[config.mk]
export PLATFORM = sky130hd
export DESIGN_NAME = cacheline_adaptor_flat
export DESIGN_NICKNAME = d
export VERILOG_FILES = /design/src/rtl/cacheline_adaptor_if.sv /design/src/rtl/cacheline_adaptor.sv /design/src/flat_wrapper.sv
export SDC_FILE = /design/constraint.sdc
export NUM_CORES = 1
export LEC_CHECK = 0
export BUFFER_PORTS_ARGS = -buffer_cell sky130_fd_sc_hd__clkbuf_2
export CAP_MARGIN = 20
export CELL_PAD_IN_SITES_DETAIL_PLACEMENT = 1
export CELL_PAD_IN_SITES_GLOBAL_PLACEMENT = 1
export CORE_AREA = 2 2 276 278
export CTS_CLUSTER_SIZE = 10
export DETAILED_ROUTE_END_ITERATION = 8
export DIE_AREA = 0 0 278 280
export PLACE_DENSITY_LB_ADDON = 0.1
export RECOVER_POWER = 100
export SETUP_SLACK_MARGIN = 0.02
export SLEW_MARGIN = 10
export SYNTH_ARGS = -nofsm -noshare
export SYNTH_HDL_FRONTEND = slang
export SYNTH_SLANG_ARGS = --single-unit
[constraint.sdc]
create_clock -name clk -period 3.8 [get_ports clk]
set_clock_uncertainty 0.2 [all_clocks]
set_input_delay 1.14 -clock clk [delete_from_list [all_inputs] [get_ports clk]]
set_output_delay 1.14 -clock clk [all_outputs]
set_load 0.005 [all_outputs]
[src/rtl/cacheline_adaptor_if.sv]
// cacheline_adaptor_if
//   Bundles both sides of the cacheline adaptor into one interface.
//   Cache side : line_i, address_i, read_i, write_i  -> adaptor
//                line_o, resp_o                      <- adaptor
//   Memory side: burst_i, resp_i                     -> adaptor
//                burst_o, address_o, read_o, write_o <- adaptor
//   Modports:
//     slave  - the adaptor's view (drives line_o/resp_o/burst_o/address_o/read_o/write_o)
//     master - the environment's view (cache + memory model together)
//
// Handshake: the cache holds read_i or write_i high until it sees the
// one-cycle resp_o pulse. On the memory side, read_o/write_o stay high for the
// whole burst and every cycle with resp_i high moves exactly one beat; a cycle
// with resp_i low is a stall that moves nothing.
interface cacheline_adaptor_if #(
  parameter int LINE_W  = 256,
  parameter int BURST_W = 64
);
  logic [LINE_W-1:0]  line_i;
  logic [LINE_W-1:0]  line_o;
  logic [31:0]        address_i;
  logic               read_i;
  logic               write_i;
  logic               resp_o;
  logic [BURST_W-1:0] burst_i;
  logic [BURST_W-1:0] burst_o;
  logic [31:0]        address_o;
  logic               read_o;
  logic               write_o;
  logic               resp_i;

  modport slave (
    input  line_i, address_i, read_i, write_i, burst_i, resp_i,
    output line_o, resp_o, burst_o, address_o, read_o, write_o
  );

  modport master (
    output line_i, address_i, read_i, write_i, burst_i, resp_i,
    input  line_o, resp_o, burst_o, address_o, read_o, write_o
  );
endinterface

[src/rtl/cacheline_adaptor.sv]
// cacheline_adaptor
//   Turns whole-line cache read/write requests into BEATS-beat bursts of
//   BURST_W bits on the memory port and reassembles read bursts into a line.
//   One transaction in flight at a time; the only storage is one line buffer.
//
//   Ports:
//     clk      - clock
//     rst      - synchronous, active-high reset
//     bus      - cacheline_adaptor_if.slave (cache side and memory side)
//     state_o  - current FSM state, for debug/observation only
//
//   Beat k of a line is line[BURST_W*k +: BURST_W]; beat 0 goes first.
//   Memory address is the line address with the 5 byte-offset bits cleared.
module cacheline_adaptor #(
  parameter int LINE_W  = 256,
  parameter int BURST_W = 64
) (
  input  logic                      clk,
  input  logic                      rst,
  cacheline_adaptor_if.slave        bus,
  output logic [1:0]                state_o
);

  localparam int BEATS = LINE_W / BURST_W;
  localparam int CNT_W = (BEATS > 1) ? $clog2(BEATS) : 1;
  localparam logic [CNT_W-1:0] LAST_BEAT = CNT_W'(BEATS - 1);

  generate
    if ((LINE_W % BURST_W) != 0 || BEATS < 2) begin : g_bad_params
      $error("cacheline_adaptor: LINE_W must be a multiple (>=2) of BURST_W");
    end
  endgenerate

  typedef enum logic [1:0] {
    S_IDLE  = 2'd0,
    S_READ  = 2'd1,
    S_WRITE = 2'd2,
    S_DONE  = 2'd3
  } state_t;

  state_t             state;
  logic [CNT_W-1:0]   cnt;
  logic [LINE_W-1:0]  line_buf;
  logic [31:0]        addr_q;
  logic               read_q;
  logic               write_q;
  logic               resp_q;

  // Single FSM process; read_o/write_o/resp_o are registered alongside the
  // state so they change exactly on the state transitions.
  always_ff @(posedge clk) begin
    if (rst) begin
      state    <= S_IDLE;
      cnt      <= '0;
      line_buf <= '0;
      addr_q   <= '0;
      read_q   <= 1'b0;
      write_q  <= 1'b0;
      resp_q   <= 1'b0;
    end else begin
      case (state)
        S_IDLE: begin
          // Write wins if the cache ever raises both at once.
          if (bus.write_i) begin
            addr_q   <= bus.address_i;
            line_buf <= bus.line_i;
            cnt      <= '0;
            write_q  <= 1'b1;
            state    <= S_WRITE;
          end else if (bus.read_i) begin
            addr_q <= bus.address_i;
            cnt    <= '0;
            read_q <= 1'b1;
            state  <= S_READ;
          end
        end

        S_READ: begin
          if (bus.resp_i) begin
            line_buf[BURST_W*cnt +: BURST_W] <= bus.burst_i;
            if (cnt == LAST_BEAT) begin
              cnt    <= '0;
              read_q <= 1'b0;
              resp_q <= 1'b1;
              state  <= S_DONE;
            end else begin
              cnt <= cnt + CNT_W'(1);
            end
          end
        end

        S_WRITE: begin
          if (bus.resp_i) begin
            if (cnt == LAST_BEAT) begin
              cnt     <= '0;
              write_q <= 1'b0;
              resp_q  <= 1'b1;
              state   <= S_DONE;
            end else begin
              cnt <= cnt + CNT_W'(1);
            end
          end
        end

        S_DONE: begin
          // resp_o is a single-cycle pulse; requests seen here are ignored.
          resp_q <= 1'b0;
          state  <= S_IDLE;
        end

        default: begin
          state   <= S_IDLE;
          cnt     <= '0;
          read_q  <= 1'b0;
          write_q <= 1'b0;
          resp_q  <= 1'b0;
        end
      endcase
    end
  end

  assign bus.read_o    = read_q;
  assign bus.write_o   = write_q;
  assign bus.resp_o    = resp_q;
  assign bus.line_o    = line_buf;
  assign bus.address_o = (read_q || write_q) ? {addr_q[31:5], 5'b0} : 32'd0;
  // Current write beat follows cnt directly, so it holds through stalls and
  // advances the cycle after each accepted beat.
  assign bus.burst_o   = (state == S_WRITE) ? line_buf[BURST_W*cnt +: BURST_W]
                                            : '0;
  assign state_o       = state;

endmodule

[src/flat_wrapper.sv]
// flat-port wrapper written by rule: the top's interface ports become plain ports
module cacheline_adaptor_flat 
#(
  parameter int LINE_W  = 256,
  parameter int BURST_W = 64
)
  (clk, rst, state_o, bus_line_i, bus_address_i, bus_read_i, bus_write_i, bus_burst_i, bus_resp_i, bus_line_o, bus_resp_o, bus_burst_o, bus_address_o, bus_read_o, bus_write_o);
  cacheline_adaptor_if #(.LINE_W(LINE_W), .BURST_W(BURST_W)) bus_i ();
  input  logic clk;
  input  logic rst;
  output logic [1:0] state_o;
  input wire logic [$bits(bus_i.line_i)-1:0] bus_line_i;
  input wire logic [$bits(bus_i.address_i)-1:0] bus_address_i;
  input wire logic [$bits(bus_i.read_i)-1:0] bus_read_i;
  input wire logic [$bits(bus_i.write_i)-1:0] bus_write_i;
  input wire logic [$bits(bus_i.burst_i)-1:0] bus_burst_i;
  input wire logic [$bits(bus_i.resp_i)-1:0] bus_resp_i;
  output wire logic [$bits(bus_i.line_o)-1:0] bus_line_o;
  output wire logic [$bits(bus_i.resp_o)-1:0] bus_resp_o;
  output wire logic [$bits(bus_i.burst_o)-1:0] bus_burst_o;
  output wire logic [$bits(bus_i.address_o)-1:0] bus_address_o;
  output wire logic [$bits(bus_i.read_o)-1:0] bus_read_o;
  output wire logic [$bits(bus_i.write_o)-1:0] bus_write_o;
  assign bus_i.line_i = bus_line_i;
  assign bus_i.address_i = bus_address_i;
  assign bus_i.read_i = bus_read_i;
  assign bus_i.write_i = bus_write_i;
  assign bus_i.burst_i = bus_burst_i;
  assign bus_i.resp_i = bus_resp_i;
  assign bus_line_o = bus_i.line_o;
  assign bus_resp_o = bus_i.resp_o;
  assign bus_burst_o = bus_i.burst_o;
  assign bus_address_o = bus_i.address_o;
  assign bus_read_o = bus_i.read_o;
  assign bus_write_o = bus_i.write_o;
  cacheline_adaptor #(.LINE_W(LINE_W), .BURST_W(BURST_W)) u_core (.clk(clk), .rst(rst), .bus(bus_i), .state_o(state_o));
endmodule
Word-level counts from Yosys, hierarchy flattened --
Cells that the tools add are included.
Storage, ports and cells: register bits after elaboration 295, latch bits 0, RAM bits 0, bits in read-only memories 0, input port bits 357, logic and storage cells 69, memories kept 0
Cells by class: add/subtract/negate cells 2, multiply operators 0, divide/modulo/power cells 0, $lt $le $gt $ge 0, eq/ne operators 14, shift operators 3, muxes and demuxes 28, bitwise gates (word level) 0, reduce and logical (&&, ||, !) cells 15
Operators by type and width (number):
- 256-bit 2-to-1 mux | 2
- 256-bit one-hot mux with 2 select lines | 1
- 256-bit bitwise mux | 1
- 64-bit by 34-bit variable shift with 256-bit output (first input constant) | 1
- 256-bit by 9-bit variable part select with 64-bit output | 1
- 64-bit by 34-bit variable part select with 256-bit output | 1
- 32-bit 2-to-1 mux | 3
- 64-bit 2-to-1 mux | 1
- 8-bit negation with 34-bit output | 1
- 2-bit 2-to-1 mux | 8
- 3-bit AND reduction | 4
- 2-bit inequality test (second input constant) | 5
- 2-bit nonzero test | 5
- 2-bit by 1-bit inequality test with 1-bit output (second input constant) | 4
- 1-bit 2-to-1 mux | 7
- 2-bit equality test (second input constant) | 3
- 1-bit one-hot mux with 2 select lines | 3
- 2-bit one-hot mux with 3 select lines | 1
- 5-bit AND reduction | 1
- 2-bit one-hot mux with 2 select lines | 1
- 4-bit AND reduction | 1
- 3-bit inequality test (second input constant) | 1
- 2-bit by 1-bit adder with 2-bit output (second input constant) | 1
- 2-bit by 1-bit equality test with 1-bit output (second input constant) | 1
- 4 further kinds | 4

Depth between registers and ports, before layout --
depth in word-level cells 5, gate-level depth with buffers 10, depth with buffers taken out 5

Least setup slack after synthesis --
OpenSTA, ideal clock, no wires.
kind reg-to-output, from register u_core.cnt[0], to output port bus_burst_o[36], data arrival time 1.499 ns, data required time 2.460 ns, slack 0.961 ns, stages on the path, launching flop included 6, buffers on the path 3, path through dfxtp_1 buf_6 buf_6 buf_4 mux4_2 and2_1
Between the ends: cells in the longest elaborated chain, start to end 2
Ends and longest elaborated chain:
- from (decl) | line cacheline_adaptor.sv:42 | logic [CNT_W-1:0] cnt;
- from (signal assigned) | line cacheline_adaptor.sv:87 | cnt <= cnt + CNT_W'(1);
- from (signal assigned) | line cacheline_adaptor.sv:100 | cnt <= cnt + CNT_W'(1);
- 256-bit by 9-bit variable part select with 64-bit output | line cacheline_adaptor.sv:129 | assign bus.burst_o = (state == S_WRITE) ? line_buf[BURST_W*cnt +: BURST_W]
- 64-bit 2-to-1 mux | line cacheline_adaptor.sv:129
- to (decl) | line flat_wrapper.sv:20 | output wire logic [$bits(bus_i.burst_o)-1:0] bus_burst_o;
Every way passes these cells.

Worst setup path after layout --
from register u_core.cnt[0], to output port bus_burst_o[27]
The elaborated chain is that of the path after synthesis.

==> impl_metrics.py <==
metrics = {
    "die": {
        "std_cell_rows": 101,
        "pin_count": 714,
        "start_util_pct": 20.9,
        "die_x_um": 278,
        "dieArea_um2": 77800,
        "core_um2": 75200,
        "fp.dieH_um": 280,
    },
    "pwr": {
        "p_leak_nw": 8.22,
        "max-vdd-ir-drop_v": 0.000502,
        "powerDensity_nw_per_um2": 869,
        "power_mw": 18.4,
    },
    "clocking": {
        "clockBufferDepth": 3,
        "cts_root_buf": "clkbuf_16",
        "post_cts_resized": 0,
        "postCtsSetupBuffers": 0,
        "htreeDepth": 2,
        "cts_hold_buffers": 0,
        "clk_latency_ns": 0.56,
        "numCtsBuffers": 39,
        "cts_tree": "done",
        "cts.reportedPaths.clkPinSlew_ns": 0.06,
        "cts_num_sinks": 290,
    },
    "sta": {
        "setup_viol": 0,
        "slew_headroom_pct": 8.73,
        "period_needed_ns": 3.68,
        "finalCritPeriodShare_pct": 96.9,
        "grt_setup_unrepaired": "no",
        "fin_setup_tns_ns": 0,
        "hold_viol_final": 0,
        "tightest_slew_ns": 1.37,
        "max_freq_mhz": 272,
        "final_max_slew_viol_count": 0,
    },
    "detailed_routing": {
        "ant_nets": 0,
        "vias": 18500,
        "drtPass1Iterations": 5,
        "wl_um": 97700,
        "route.detailed.drc": 0,
        "vias_per_cell": 5.38,
        "dr.first_iter.drc_count": 1341,
        "wl_per_cell_um": 28.4,
    },
    "synth": {
        "synthCells": 1868,
        "ys_ff_latch": 290,
        "async_reset_ff_share_pct": 0,
        "ys.flop_type": "dfxtp_1",
        "synthDistinctLibCells": 37,
        "ys_seq_area_share_pct": 36.9,
        "ys.warnings.count": 0,
        "syn_area_um2": 15700,
        "avgSynthCellArea_um2": 8.42,
        "synth_edf_count": 0,
    },
    "layout": {
        "layout.cells.non_filler": 3437,
        "layout.nets": 2789,
        "final_area_um2": 21200,
        "drive_gt1_share_pct": 28.5,
        "final_common_cell": "clkbuf_2",
        "finish.utilization_pct": 28.1,
        "final_cell_mix": "clkbuf_2 (505), nand2_1 (312), a21oi_1 (291)",
        "area_growth_pct": 34.4,
    },
    "placement": {
        "dp_cells": 3359,
        "place.gp.congestion": 0.840,
        "dpl.hpwl_um": 65200,
        "io_buffers": 703,
        "placed_cell_area_um2": 20200,
    },
    "global_route": {
        "grt_busiest_layer": "met2",
        "antenna_found_initial": 25,
        "grt_pass1_vias": 18800,
        "grt_start_max_net_pins": 99,
        "overflow": 0,
        "grt.met3_usage_pct": 4.67,
        "grt_use_met1_pct": 31.0,
        "grt_pass1_wl_um": 139000,
        "track_usage_pct": 24.0,
        "met2_usage_pct": 40.3,
    },
    "critical_path": {
        "crit_fanout": 43,
        "required_ns": 2.46,
        "cp-end-kind": "output pin",
        "critPathKind": "reg -> out",
        "start_kind": "flip-flop",
        "critPathArrivalTime_ns": 2.34,
    },
    "job": {
        "drv_cap": 0,
    },
    "run_status": {
        "status": "finished clean",
    },
    "min_path": {
        "hold_class": "reg -> reg",
    },
}
critical path, stage by stage (launching register included):
cell and delay [ns]:
dfxtp_4 0.44, buf_12 0.32, mux4_2 0.58, and2_0 0.17, clkbuf_2 0.13
registers in the layout, indices dropped and copies added (netlist names):
signal              flops
u_core.bus.resp_o       1
u_core.bus.write_o      1
u_core.addr_q          27
u_core.state_o          2
u_core.cnt              2
u_core.bus.read_o       1
u_core.bus.line_o     256
worst paths after layout:
kind                            cells after the start               endpoint              start  slack (ns)
worst min register to register                      2      u_core.addr_q[14]  u_core.addr_q[14]        0.25
worst max register to register                      6  u_core.bus.line_o[39]      u_core.cnt[1]        0.24
worst max-delay path                                4        bus_burst_o[27]      u_core.cnt[0]        0.12
worst min-delay path                                2      u_core.addr_q[14]  u_core.addr_q[14]        0.25
cell families (layout without fill, tap and decap cells):
group,count (synthesis),in the layout,synth area share (%)
and+or+nand+nor,683,683,21.2
AOI/OAI and AO/OA,561,561,24.2
DFF,290,290,36.9
buffers and inverters,257,830,7.51
muxes,66,66,9.32
adders and majority gates,10,10,0.795
other,1,19,0.0238
through the flow:
step / setup slack, ns / hold WS [ns]
2_1_floorplan: 0.961 / 0.232
3_3_place_gp: 0.589 / 0.238
3_5_place_dp: 0.530 / 0.245
4_1_cts: 0.0874 / 0.253
5_1_grt: 0.0227 / 0.270
6_report: 0.119 / 0.251
where the power goes:
part | internal (mW) | leakage (nW) | switching [mW] | total (mW)
Clock | 2.18 | 0.604 | 1.51 | 3.68
Sequential | 4.33 | 2.40 | 1.30 | 5.63
Combinational | 3.29 | 5.22 | 5.78 | 9.07
Total | 9.80 | 8.22 | 8.58 | 18.4
per-layer routing:
layer	wire, um	up-vias	part of all wire [%]
met5	133	-	0.14
met4	2470	20	2.5
met3	5830	132	6.0
met2	47500	723	49
met1	41700	9393	43
li1	-	8213	-
Yosys cell counts, types with 5 or more instances:
| cell | instances | area (um^2) |
|---|---|---|
| nand2_1 | 312 | 1170 |
| a21oi_1 | 291 | 1460 |
| dfxtp_1 | 290 | 5810 |
| a311oi_1 | 258 | 2260 |
| nand4_1 | 130 | 813 |
| clkbuf_1 | 128 | 480 |
| nand3_1 | 127 | 636 |
| buf_2 | 89 | 445 |
| and2_1 | 69 | 432 |
| mux4_2 | 64 | 1440 |
| nor2b_1 | 32 | 200 |
| buf_1 | 13 | 48.8 |
| buf_4 | 12 | 90.1 |
| ha_1 | 10 | 125 |
| buf_6 | 8 | 90.1 |
| a21bo_2 | 5 | 50.1 |
| inv_1 | 5 | 18.8 |
cell type report:
cell class	count	area, um^2
Antenna cell	14	35.0
Clock buffer	59	1170
Clock inverter	5	50.0
Fill cell	9114	54000
Inverter	6	30.0
Multi-Input combinational cell	1325	8870
Sequential cell	290	5810
Tap cell	978	1220
Timing Repair Buffer	760	3960
(Power assumes the default switching activity.)
